`src/rtl/xbus_pkg.sv`:
```
// Shared types and constants for the xbus receive word aligner.
package xbus_pkg;

  typedef enum logic [1:0] {HUNT, VERIFY, ALIGNED} xbus_align_state_t;

  localparam logic [9:0] XBUS_SYNC_K285 = 10'h0FA;

  function automatic int xbus_off_w(input int w);
    return (w > 1) ? $clog2(w) : 1;
  endfunction

endpackage

```
`src/rtl/xbus_pattern_search.sv`:
```
// Combinational W-offset comparator: match vector over a 2W window plus lowest-index encoder.
module xbus_pattern_search
  import xbus_pkg::*;
#(
  parameter int            W   = 10,
  parameter logic [W-1:0]  PAT = W'(XBUS_SYNC_K285),
  localparam int           OW  = xbus_off_w(W)
) (
  input  logic [2*W-1:0] win,
  output logic [W-1:0]   match,
  output logic           found,
  output logic [OW-1:0]  idx
);

  always_comb begin
    match = '0;
    for (int k = 0; k < W; k++) begin
      match[k] = (win[k +: W] == PAT);
    end
  end

  // Scan downwards so the lowest set bit is the one left in idx.
  always_comb begin
    found = |match;
    idx   = '0;
    for (int k = W - 1; k >= 0; k--) begin
      if (match[k]) idx = OW'(k);
    end
  end

endmodule

```
`src/rtl/xbus_rx_aligner.sv`:
```
// Receive word aligner: hunts for the sync word at every bit offset, verifies it, then emits aligned words.
// Optional build macro XBUS_ALIGN_INV_EN also accepts the bit-inverted sync pattern and adds inv_o.
module xbus_rx_aligner
  import xbus_pkg::*;
#(
  parameter int           W           = 10,
  parameter logic [W-1:0] SYNC_PAT    = W'(XBUS_SYNC_K285),
  parameter int           VERIFY_CNT  = 4,
  parameter int           REALIGN_CNT = 3,
  localparam int          OW          = xbus_off_w(W)
) (
  input  logic          clk_i,
  input  logic          rst_i,
  input  logic [W-1:0]  din_i,
  input  logic          din_vld_i,
  input  logic          resync_i,
  output logic [W-1:0]  dout_o,
  output logic          dout_vld_o,
  output logic          sync_o,
  output logic          aligned_o,
`ifdef XBUS_ALIGN_INV_EN
  output logic          inv_o,
`endif
  output logic [OW-1:0] offset_o
);

  localparam logic [3:0] VCNT_L = 4'(VERIFY_CNT);
  localparam logic [3:0] RCNT_L = 4'(REALIGN_CNT);

  function automatic logic [3:0] sat_inc(input logic [3:0] c);
    return (c == 4'hF) ? c : c + 4'd1;
  endfunction

  xbus_align_state_t state, state_nxt;
  logic [W-1:0]   prev_p0;
  logic [2*W-1:0] win;
  logic [OW-1:0]  off_q, off_nxt, sel_off;
  logic [3:0]     vcnt, vcnt_nxt, rcnt, rcnt_nxt;
  logic           inv_q, inv_nxt, sel_inv;
  logic           hit_any, hit_inv, cur_hit, latch;
  logic [OW-1:0]  hit_idx;
  logic [W-1:0]   cand, cand_out;
  logic [W-1:0]   dout_p1;
  logic           vld_p1, sync_p1;

  logic [W-1:0]   match_n;
  logic           found_n;
  logic [OW-1:0]  idx_n;

  assign win = {din_i, prev_p0};

  xbus_pattern_search #(.W(W), .PAT(SYNC_PAT)) u_search_n (
    .win   (win),
    .match (match_n),
    .found (found_n),
    .idx   (idx_n)
  );

`ifdef XBUS_ALIGN_INV_EN
  logic [W-1:0]  match_i;
  logic          found_i;
  logic [OW-1:0] idx_i;

  xbus_pattern_search #(.W(W), .PAT(~SYNC_PAT)) u_search_i (
    .win   (win),
    .match (match_i),
    .found (found_i),
    .idx   (idx_i)
  );

  // Candidates at one offset can never match both polarities, so ties are impossible.
  assign hit_any = found_n | found_i;
  assign hit_inv = !found_n || (found_i && (idx_i < idx_n));
  assign hit_idx = hit_inv ? idx_i : idx_n;
  assign cur_hit = inv_q ? match_i[off_q] : match_n[off_q];
  assign inv_o   = inv_q;
`else
  assign hit_any = found_n;
  assign hit_inv = 1'b0;
  assign hit_idx = idx_n;
  assign cur_hit = match_n[off_q];
`endif

  always_comb begin
    state_nxt = state;
    off_nxt   = off_q;
    inv_nxt   = inv_q;
    vcnt_nxt  = vcnt;
    rcnt_nxt  = rcnt;
    latch     = 1'b0;
    if (resync_i) begin
      state_nxt = HUNT;
      vcnt_nxt  = '0;
      rcnt_nxt  = '0;
    end else if (din_vld_i) begin
      case (state)
        HUNT: begin
          if (hit_any) begin
            latch     = 1'b1;
            off_nxt   = hit_idx;
            inv_nxt   = hit_inv;
            vcnt_nxt  = 4'd1;
            rcnt_nxt  = '0;
            state_nxt = (VERIFY_CNT <= 1) ? ALIGNED : VERIFY;
          end
        end
        VERIFY: begin
          if (cur_hit) begin
            vcnt_nxt = sat_inc(vcnt);
            if (sat_inc(vcnt) >= VCNT_L) begin
              state_nxt = ALIGNED;
              rcnt_nxt  = '0;
            end
          end else begin
            state_nxt = HUNT;
            vcnt_nxt  = '0;
          end
        end
        ALIGNED: begin
          if (cur_hit) begin
            rcnt_nxt = '0;
          end else if (hit_any) begin
            rcnt_nxt = sat_inc(rcnt);
            if (sat_inc(rcnt) >= RCNT_L) begin
              state_nxt = HUNT;
              vcnt_nxt  = '0;
              rcnt_nxt  = '0;
            end
          end
        end
        default: state_nxt = HUNT;
      endcase
    end
  end

  // A fresh lock steers this very word through the newly found offset and polarity.
  assign sel_off  = latch ? hit_idx : off_q;
  assign sel_inv  = latch ? hit_inv : inv_q;
  assign cand     = win[sel_off +: W];
  assign cand_out = sel_inv ? ~cand : cand;

  // Stage p0 -> p1: control state, previous word and registered aligned output.
  always_ff @(posedge clk_i) begin
    if (rst_i) begin
      state   <= HUNT;
      off_q   <= '0;
      inv_q   <= 1'b0;
      vcnt    <= '0;
      rcnt    <= '0;
      prev_p0 <= '0;
      dout_p1 <= '0;
      vld_p1  <= 1'b0;
      sync_p1 <= 1'b0;
    end else begin
      state   <= state_nxt;
      off_q   <= off_nxt;
      inv_q   <= inv_nxt;
      vcnt    <= vcnt_nxt;
      rcnt    <= rcnt_nxt;
      vld_p1  <= din_vld_i;
      sync_p1 <= din_vld_i && (cand_out == SYNC_PAT);
      if (din_vld_i) begin
        prev_p0 <= din_i;
        dout_p1 <= cand_out;
      end
    end
  end

  assign dout_o     = dout_p1;
  assign dout_vld_o = vld_p1;
  assign sync_o     = sync_p1;
  assign aligned_o  = (state == ALIGNED);
  assign offset_o   = off_q;

endmodule
```
`config.mk`:
```
export PLATFORM = sky130hd
export DESIGN_NAME = xbus_rx_aligner
export DESIGN_NICKNAME = d
export VERILOG_FILES = /design/src/rtl/xbus_pkg.sv /design/src/rtl/xbus_pattern_search.sv /design/src/rtl/xbus_rx_aligner.sv
export SDC_FILE = /design/constraint.sdc
export NUM_CORES = 1
export LEC_CHECK = 0
export ABC_CLOCK_PERIOD_IN_PS = 5300
export CAP_MARGIN = 20
export CORE_UTILIZATION = 40
export CTS_BUF_LIST = sky130_fd_sc_hd__clkbuf_4 sky130_fd_sc_hd__clkbuf_8 sky130_fd_sc_hd__clkbuf_16
export CTS_CLUSTER_DIAMETER = 150
export DETAILED_ROUTE_END_ITERATION = 16
export PLACE_DENSITY = 0.58
export SYNTH_ARGS = -nofsm -noshare
export SYNTH_HDL_FRONTEND = slang
export SYNTH_HIERARCHICAL = 1
export SYNTH_SLANG_ARGS = --single-unit
```
`constraint.sdc`:
```
create_clock -name clk_i -period 5.3 [get_ports clk_i]
set_clock_uncertainty 0.05 [all_clocks]
set_input_delay 1.325 -clock clk_i [delete_from_list [all_inputs] [get_ports clk_i]]
set_output_delay 1.325 -clock clk_i [all_outputs]
set_load 0.01 [all_outputs]
```
==> run_results.csv <==
group,metric,value,unit
pwr,pwr-share-comb,0.149,
cts,cts_tree,"done",
synthesis,ys_warn_count,6,
floorplan,initial_core_util,0.4117,
finish,area_growth,20.69,%
cts,clock-sinks,36,
synthesis,syn_inst,343,
worst_setup_path,cp-end-kind,"flip-flop",
sta,tightestPinTransition,0.5525,ns
synthesis,async_flop_share,0,
finish,drive_gt1_frac,0.1204,
finish,nets,402,
synthesis,syn_nets,364,
cts,cts_root_buf,"clkbuf_8",
place,portBuffers,30,
synthesis,synth_top_flop_cell,"dfxtp_1",
grt,grtUsageTotal,0.2297,
place,dp_slack,0.004002,ns
grt,grt_pass1_wl,13180,µm
cts,cts_hold_buf,0,
pwr,p_leak,1.190,nW
pwr,max-vdd-ir-drop,0.00008656,V
floorplan,fp.dieH,85.39,µm
route,vias,2767,
route,drt-initial-drc-count,182,
cts,clk_pin_slew,0.09,ns
floorplan,core,6756,µm²
worst_setup_path,cp-startpoint,"din_i[3]",
place,dp_cells,454,
worst_setup_path,r2r_start,"prev_p0[8]",
cts,insertion_delay,0.30,ns
synthesis,yosysUniqueCellTypes,54,
sta,rsz0062_at_grt,"false",
route,drcViolationCount,0,
synthesis,avgSynthCellArea,8.109,µm²
worst_setup_path,cp.required,5.45,ns
finish,final_cells,462,
cts,clk_path_buf_depth,2,
place,gp_congestion,0.9100,
sta,timing.setup.tns,0,ns
finish,antennaDiodeCount,0,
pwr,clkPwrFrac,0.355,
sta,hold_viol,0,
pwr,p_switching,0.0001690,W
grt,overflow,0,
min_path,hp-start,"dout_o[0]",
job,maxCapViolCount,0,
grt,antenna_found_initial,0,
synthesis,synth-seq-cells,36,
cts,htree_levels,2,
synthesis,synth_edf_count,0,
worst_setup_path,crit_path_start_kind,"input pin",
grt,grt_max_degree,28,
sta,drv_slew,0,
grt,grt_pass1_vias,2655,
sta,min_period,4.951,ns
worst_setup_path,critPathKind,"in -> reg",
pwr,seqPwrFrac,0.496,
worst_setup_path,arrival,5.10,ns
sta,fmax,0.2020,GHz
min_path,hp-class,"reg -> reg",
floorplan,die_area,7291,µm²
route,viasPerCell,5.989,
floorplan,rows,30,
sta,slew_headroom,0.6292,
synthesis,netlist_area,2781,µm²
cts,cts_buffers,5,
route,wirelength,7991,µm
place,place_hpwl,5925,µm
pwr,p_sw_frac,0.2904,
cts,postCtsSetupBuffers,0,
sta,setup_viol,0,
floorplan,ios,31,
route,drt-pass1-iter-count,4,
route,antenna_left,0,
route,wl_per_cell,17.30,µm
sta,finalCritPeriodShare,0.9341,
synthesis,ys_seq_area_frac,0.2591,
pwr,power.internal,0.0004129,W
worst_setup_path,path_max_fanout,12,
status,status,"complete, no violations",
floorplan,die_x,85.39,µm
sta,finalWorstSetupSlack,0.3492,ns
pwr,p_per_area,173.3,nW/µm²
==> cells in the final DEF (no fill, tap or decap), types with 6 or more instances in the layout <==
master | netlist | routed
a21oi_1 | 28 | 28
a22oi_1 | 7 | 7
buf_4 | 2 | 16
clkdlybuf4s50_1 | 0 | 30
dfxtp_1 | 36 | 36
ha_1 | 7 | 7
inv_1 | 6 | 6
mux2_2 | 6 | 6
mux2i_1 | 37 | 37
nand2_1 | 31 | 31
nand2b_1 | 11 | 11
nand3_1 | 14 | 14
nand4b_1 | 10 | 10
nor2_1 | 35 | 35
nor3_1 | 11 | 11
o21ai_0 | 15 | 15
==> area by class of cell <==
class / count / area, µm²
fill: 687 / 3400
multi-input combinational: 284 / 1977
sequential: 36 / 720.7
timing repair buffer: 47 / 440.4
tap: 80 / 100.1
clock buffer: 5 / 68.82
inverter: 7 / 26.28
clock inverter: 3 / 23.77
==> power by group through the flow <==
stage          Combinational (W)  Sequential, W  Clock [W]
6_report               0.0000867       0.000289   0.000206
5_1_grt                0.0000947       0.000290   0.000226
4_1_cts                0.0000860       0.000289   0.000219
3_5_place_dp           0.0000856       0.000295          0
3_3_place_gp           0.0000859       0.000295          0
2_1_floorplan          0.0000435       0.000293          0
==> cell families (layout without fill, tap and decap cells) <==
family | Yosys count | in the layout | synth area share
multiplexers | 47 | 47 | 0.1898
flip-flops | 36 | 36 | 0.2591
AO/OA/AOI/OAI | 80 | 80 | 0.1786
AND/OR/NAND/NOR | 150 | 150 | 0.3063
buffers and inverters | 23 | 62 | 0.03464
adder cells (fa/ha/maj) | 7 | 7 | 0.03149
==> layer usage <==
metal / vias to the layer above / global-route usage / routed length [µm]
li1: 1373 / - / -
met1: 1299 / 0.3062 / 3626
met2: 82 / 0.3717 / 3723
met3: 13 / 0.04475 / 507
met4: 0 / 0.07879 / 133
met5: - / 0 / 0
==> state kept, by name (all words and copies together), names as in the netlist <==
register,flops
dout_vld_o,1
state,2
vcnt,4
offset_o,4
dout_o,10
prev_p0,10
sync_o,1
rcnt,4
==> worst paths after layout <==
kind	slack [ns]	to	depth (start not counted)
hold / removal	0.42	dout_o[0]	2
hold reg to reg	0.42	dout_o[0]	2
setup / recovery	0.35	sync_o	12
setup reg to reg	1.38	sync_o	11
==> synth_stat cells, types with 7 or more instances <==
cell / n / area, µm²
a21oi_1: 28 / 140.1
a22oi_1: 7 / 52.55
clkbuf_1: 10 / 37.54
dfxtp_1: 36 / 720.7
ha_1: 7 / 87.58
mux2i_1: 37 / 370.4
nand2_1: 31 / 116.4
nand2b_1: 11 / 68.82
nand3_1: 14 / 70.07
nand4b_1: 10 / 87.58
nor2_1: 35 / 131.4
nor3_1: 11 / 55.05
o21ai_0: 15 / 75.07
==> worst max-delay path, stage by stage <==
cell and delay, ns:
clkdlybuf4s50_1 0.64, nand4b_1 0.23, nor4_2 0.32, or4_4 0.22, nand3b_1 0.12, and4b_1 0.39, mux2_2 0.51, mux2i_1 0.38
mux2i_1 0.14, mux4_2 0.51, nand3_1 0.10, and4bb_1 0.20
==> repair_timing <==
action | 4_1_cts | 5_1_grt
gates resized for setup | 0 | 2
hold endpoints to repair | 0 | 0
endpoints found under the setup margin | 0 | 1
==> stage by stage <==
| stage | utilization | power (W) | cell area (µm²) | hold slack (ns) |
|---|---|---|---|---|
| 2_1_floorplan | - | 0.0003366 | 2781 | 0.4048 |
| 3_3_place_gp | 0.4813 | 0.0003807 | 3252 | 0.4051 |
| 3_5_place_dp | 0.4813 | 0.0003805 | 3252 | 0.4083 |
| 4_1_cts | 0.4950 | 0.0005933 | 3344 | 0.4247 |
| 5_1_grt | 0.4969 | 0.0006107 | 3357 | 0.4531 |
| 6_report | 0.4969 | 0.0005819 | 3357 | 0.4203 |
Power figures use the tool's default switching activity.
